==> src/rtl/count19_pkg.sv <==
// Shared types and defaults for the count19_ctrl stopwatch counter.
package count19_pkg;

  localparam int unsigned TICK_DIV_DEF  = 100;
  localparam int unsigned MAX_COUNT_DEF = 19;

  typedef enum logic [1:0] {
    IDLE  = 2'd0,
    RUN   = 2'd1,
    PAUSE = 2'd2
  } state_t;

  typedef struct packed {
    logic [3:0] tens;
    logic [3:0] ones;
  } bcd_t;

  // Two-digit BCD increment; ones rolls 9 -> 0 and carries into tens.
  function automatic bcd_t bcd_next(input bcd_t v);
    bcd_t r;
    r = v;
    if (v.ones == 4'd9) begin
      r.ones = 4'd0;
      r.tens = v.tens + 4'd1;
    end else begin
      r.ones = v.ones + 4'd1;
    end
    return r;
  endfunction

endpackage

==> src/rtl/edge_rise.sv <==
// Rising-edge detector for a clk-synchronous key level.
module edge_rise (
  input  logic clk,
  input  logic rst_n,
  input  logic d,
  output logic pulse
);

  logic r_prev;

  // History resets high so a key held through reset release gives no edge.
  always_ff @(posedge clk or negedge rst_n) begin
    if (!rst_n) r_prev <= 1'b1;
    else        r_prev <= d;
  end

  assign pulse = d & ~r_prev;

endmodule

==> src/rtl/count19_ctrl.sv <==
// Start/pause/clear BCD counter 00..MAX_COUNT stepping once per TICK_DIV clocks.
module count19_ctrl
  import count19_pkg::*;
#(
  parameter int unsigned TICK_DIV  = TICK_DIV_DEF,
  parameter int unsigned MAX_COUNT = MAX_COUNT_DEF
) (
  input  logic       clk,
  input  logic       rst_n,
  input  logic       run_btn,
  input  logic       clr_btn,
  output logic [3:0] tens,
  output logic [3:0] ones,
  output logic       running,
  output logic       wrap
);

  localparam int unsigned PW        = $clog2(TICK_DIV);
  localparam logic [3:0]  MAX_TENS  = 4'(MAX_COUNT / 10);
  localparam logic [3:0]  MAX_ONES  = 4'(MAX_COUNT % 10);
  localparam logic [PW-1:0] PRE_TOP = PW'(TICK_DIV - 1);

  state_t        r_state;
  logic [PW-1:0] r_presc;
  bcd_t          r_cnt;
  logic          r_running;
  logic          r_wrap;

  logic w_run_pulse;
  logic w_clr_pulse;
  logic w_at_max;

  edge_rise u_run_edge (.clk(clk), .rst_n(rst_n), .d(run_btn), .pulse(w_run_pulse));
  edge_rise u_clr_edge (.clk(clk), .rst_n(rst_n), .d(clr_btn), .pulse(w_clr_pulse));

  assign w_at_max = (r_cnt.tens == MAX_TENS) && (r_cnt.ones == MAX_ONES);

  // Clear wins over run; a run edge in RUN pauses without consuming a prescaler tick.
  always_ff @(posedge clk or negedge rst_n) begin
    if (!rst_n) begin
      r_state   <= IDLE;
      r_presc   <= '0;
      r_cnt     <= '0;
      r_running <= 1'b0;
      r_wrap    <= 1'b0;
    end else begin
      r_wrap <= 1'b0;
      if (w_clr_pulse) begin
        r_state   <= IDLE;
        r_presc   <= '0;
        r_cnt     <= '0;
        r_running <= 1'b0;
      end else begin
        case (r_state)
          IDLE: begin
            if (w_run_pulse) begin
              r_state   <= RUN;
              r_running <= 1'b1;
            end
          end
          RUN: begin
            if (w_run_pulse) begin
              r_state   <= PAUSE;
              r_running <= 1'b0;
            end else if (r_presc == PRE_TOP) begin
              r_presc <= '0;
              if (w_at_max) begin
                r_cnt  <= '0;
                r_wrap <= 1'b1;
              end else begin
                r_cnt <= bcd_next(r_cnt);
              end
            end else begin
              r_presc <= r_presc + PW'(1);
            end
          end
          PAUSE: begin
            if (w_run_pulse) begin
              r_state   <= RUN;
              r_running <= 1'b1;
            end
          end
          default: begin
            r_state   <= IDLE;
            r_running <= 1'b0;
          end
        endcase
      end
    end
  end

  assign tens    = r_cnt.tens;
  assign ones    = r_cnt.ones;
  assign running = r_running;
  assign wrap    = r_wrap;

endmodule

==> config.mk <==
export PLATFORM = sky130hd
export DESIGN_NAME = count19_ctrl
export DESIGN_NICKNAME = d
export VERILOG_FILES = /design/src/rtl/count19_pkg.sv /design/src/rtl/edge_rise.sv /design/src/rtl/count19_ctrl.sv
export SDC_FILE = /design/constraint.sdc
export NUM_CORES = 1
export LEC_CHECK = 0
export CAP_MARGIN = 20
export CORE_AREA = 5 5 61 76
export CTS_CLUSTER_SIZE = 8
export DETAILED_ROUTE_END_ITERATION = 8
export DIE_AREA = 0 0 66 81
export HOLD_SLACK_MARGIN = 0.02
export PLACE_DENSITY = 0.54
export SLEW_MARGIN = 20
export SYNTH_ARGS = -nofsm -noshare
export SYNTH_HDL_FRONTEND = slang
export SYNTH_HIERARCHICAL = 1
export SYNTH_SLANG_ARGS = --single-unit
==> constraint.sdc <==
create_clock -name clk -period 4.1 [get_ports clk]
set_input_delay 0.615 -clock clk [delete_from_list [all_inputs] [get_ports clk]]
set_output_delay 0.615 -clock clk [all_outputs]
set_load 0.005 [all_outputs]
==> reports/metrics.cfg <==
[critical_path]
worst-r2r-cell-count=5
critical_path.reg2reg.startpoint=u_run_edge/r_prev
max_stage_delay_ps=420
critical_path_cell_count=6
criticalPathCategory=in -> reg
critical_path_buf_inv_count=1
end_kind=flip-flop
worstReg2RegEnd=tens[1]
critPathCapture=tens[1]
crit_start=run_btn
critical_path.top_delay_family=simple AND/OR/NAND/NOR gates
timing.critical_path.arrival_ps=2410
critical_path.max_fanout=10
cp-start-kind=input port
worst_path_cell_chain=clkdlybuf4s50_1 -> nor2b_4 -> nor3b_4 -> nand4_2 -> or3_1 -> a21oi_1
timing.reg2reg.setup_slack_ps=2200
worstPathRequired_ps=4280
critical_path.slowest_cell=sky130_fd_sc_hd__clkdlybuf4s50_1

[timing]
clock-skew-final_ps=3.89
achievable-frequency_mhz=450
timing_worst_slew_pin_value_ps=920
min_period_over_period=0.542
report.final.setup_viol=0
final_critical_path_setup_slack_ps=1880
timing_max_transition_violations_final=0
period_minus_slack_ps=2220
final.hold.worst_slack_ps=501
timing.slew.headroom=0.385
finalSetupTns_ps=0
setup_repair_after_global_routing_missed_its_margin=false
hold_violations=0

[drt]
dr_total_vias=849
post_drt_wl_per_cell_um=12.7
remaining_drc_errors=0
postRouteAntennaNets=0
drt_first_pass_iters=4
route.final.wire_length_um=2250
first_iter_violations=39
drt-vias-per-instance=4.80

[yosys]
synthesis.area_per_instance_um2=9.84
synth-seq-area-share=0.469
synth.cell_area_um2=1070
syn_nets=118
synth_warnings=6
syn_inst=109
synthDistinctLibCells=30
synth-seq-cells=20

[finish]
share_of_final_layout_standard_cells_stronger_than_drive_strength_1=0.106
finish.net_count=133
fillCellCount=402
antenna_cells_inserted=0
flow.area_growth_from_synthesis_pct=24.0

[floorplanning]
floorplan.initialDensity=0.283
die-width_um=66
vert_die_dim_um=81
num_rows=25
die_area_um2=5350
io-pin-count=14
core_um2=3780

[clocking]
htreeDepth=1
clock_insertion_delay_at_the_later_pin_of_the_skew_report_ps=260
cts_tree=done
post-cts-setup-buffer-count=0
post_cts_resized=0
ctsRootBufferMaster=sky130_fd_sc_hd__clkbuf_8
tritoncts_num_sinks=20
clk_path_buf_depth=2
clk_transition_reported_paths_ps=80
numCtsBuffers=3
hold_fix_buffer_count_after_cts=0

[power]
ir_worst_vdd_mv=0.105
power.leakage_uw=0.000525
pwr_dens_nw_per_um2=340

[global_routing]
globalRouteOverflowTotal=0
vias_in_the_first_global_route=838
grt_max_degree=21
initial_antenna_violation_count=0
grt_pass1_wl_um=3730
globalRouteTotalUtil=0.0914

[job]
drv.max_cap_violation_count=0

[place]
number_of_input_and_output_port_buffers_inserted=13
hpwl_um=1590
placement.setup.worst_slack_ps=1590
gp_routability_congestion=0.758

[hold_path]
worst_hold_path_type=reg -> reg

[outcome]
run_status=finished, final reports clean

## stage by stage
step                       util  power [µW]  instances  instance area [µm²]
after floorplan               -         242        109                 1070
after global placement    0.333         256        173                 1260
after detailed placement  0.333         258        173                 1260
after CTS                 0.351         459        177                 1330
after global routing      0.351         470        177                 1330
final                     0.351         452        177                 1330
## synthesized netlist by cell type (all sizes together)
cell type | number | area, µm²
o31ai | 1 | 7.51
mux2i | 1 | 10.0
nand2 | 10 | 37.5
clkbuf | 3 | 11.3
o21ai | 7 | 35.0
a211oi | 1 | 7.51
dfrtp | 18 | 450
dfstp | 2 | 52.6
or3 | 6 | 37.5
nand3 | 7 | 35.0
nand4b | 1 | 8.76
and2 | 1 | 6.26
nand4 | 3 | 25.0
a311oi | 2 | 17.5
ha | 5 | 62.6
xor2 | 1 | 8.76
a21oi | 13 | 65.1
nor3 | 4 | 20.0
nor2b | 4 | 40.0
and3b | 1 | 8.76
nor4b | 1 | 23.8
nand2b | 2 | 12.5
inv | 4 | 15.0
nand3b | 1 | 7.51
nor3b | 2 | 26.3
nor2 | 6 | 22.5
or3b | 2 | 17.5
## power by group
part | switching, µW | total (µW) | internal, µW
clock network | 68.6 | 199 | 130
registers | 9.95 | 216 | 206
logic | 20.9 | 38.0 | 17.1
total | 99.5 | 452 | 353
## layer usage
layer / share of wire / routed length [µm] / GRT usage / vias to the layer above
li1: - / - / - / 417
met1: 0.44 / 983 / 0.102 / 419
met2: 0.52 / 1160 / 0.156 / 11
met3: 0.033 / 73 / 0.0221 / 2
met4: 0.011 / 25 / 0.0528 / 0
met5: 0 / 0 / 0 / -
## flip-flops by register name, summed over array words and instances, names as in the netlist
name	count
ones	4
wrap	1
r_state	1
u_run_edge/r_prev	1
u_clr_edge/r_prev	1
running	1
r_presc	7
tens	4
## placed cells by master (no fill, tap or decap)
master                            instances
sky130_fd_sc_hd__a311oi_1                 2
sky130_fd_sc_hd__nand4_1                  2
sky130_fd_sc_hd__ha_1                     5
sky130_fd_sc_hd__nand3b_1                 1
sky130_fd_sc_hd__a211oi_1                 1
sky130_fd_sc_hd__dfstp_2                  2
sky130_fd_sc_hd__nor3_1                   4
sky130_fd_sc_hd__and2_1                   1
sky130_fd_sc_hd__dfrtp_1                 18
sky130_fd_sc_hd__clkdlybuf4s50_1         13
sky130_fd_sc_hd__nor3b_1                  1
sky130_fd_sc_hd__xor2_1                   1
sky130_fd_sc_hd__o31ai_1                  1
sky130_fd_sc_hd__nand4_2                  1
sky130_fd_sc_hd__nor3b_4                  1
sky130_fd_sc_hd__clkbuf_8                 3
sky130_fd_sc_hd__nand3_1                  7
sky130_fd_sc_hd__nor2b_1                  2
sky130_fd_sc_hd__mux2i_1                  1
sky130_fd_sc_hd__or3b_2                   2
sky130_fd_sc_hd__nor2_1                   6
sky130_fd_sc_hd__a21oi_1                 13
sky130_fd_sc_hd__and3b_1                  1
sky130_fd_sc_hd__nand4b_1                 1
sky130_fd_sc_hd__nand2_1                 10
sky130_fd_sc_hd__nor2b_4                  2
sky130_fd_sc_hd__nand2b_1                 2
sky130_fd_sc_hd__bufinv_16                1
sky130_fd_sc_hd__or3_1                    6
sky130_fd_sc_hd__o21ai_0                  7
sky130_fd_sc_hd__inv_1                    4
sky130_fd_sc_hd__nor4b_4                  1
## cells by family after synthesis
family / synth area share
AND/OR/NAND/NOR: 0.307
AO/OA/AOI/OAI: 0.124
flip-flops: 0.469
XOR/XNOR: 0.00817
multiplexers: 0.00934
buffers and inverters: 0.0245
adder cells (fa/ha/maj): 0.0583
## cell type report
type                            count  area, µm²  share of cell area
Sequential cell                    20        503               0.378
Tap cell                           54       67.6              0.0508
Inverter                            4       15.0              0.0113
Multi-Input combinational cell     82        543               0.408
Clock buffer                        3       41.3              0.0310
Timing Repair Buffer               13        130              0.0978
Clock inverter                      1       30.0              0.0226
## how the worst min path moves through the flow
stage | startpoint | end | slack (ps) | cells after the start
after floorplan | rst_n | ones[0] | 320 | 0
after global placement | r_presc[6] | r_presc[6] | 480 | 1
after detailed placement | r_presc[6] | r_presc[6] | 490 | 1
after CTS | r_presc[6] | r_presc[6] | 510 | 1
after global routing | r_presc[6] | r_presc[6] | 530 | 1
final | r_presc[6] | r_presc[6] | 500 | 1
Note: power is estimated with default switching activity, not from simulation.
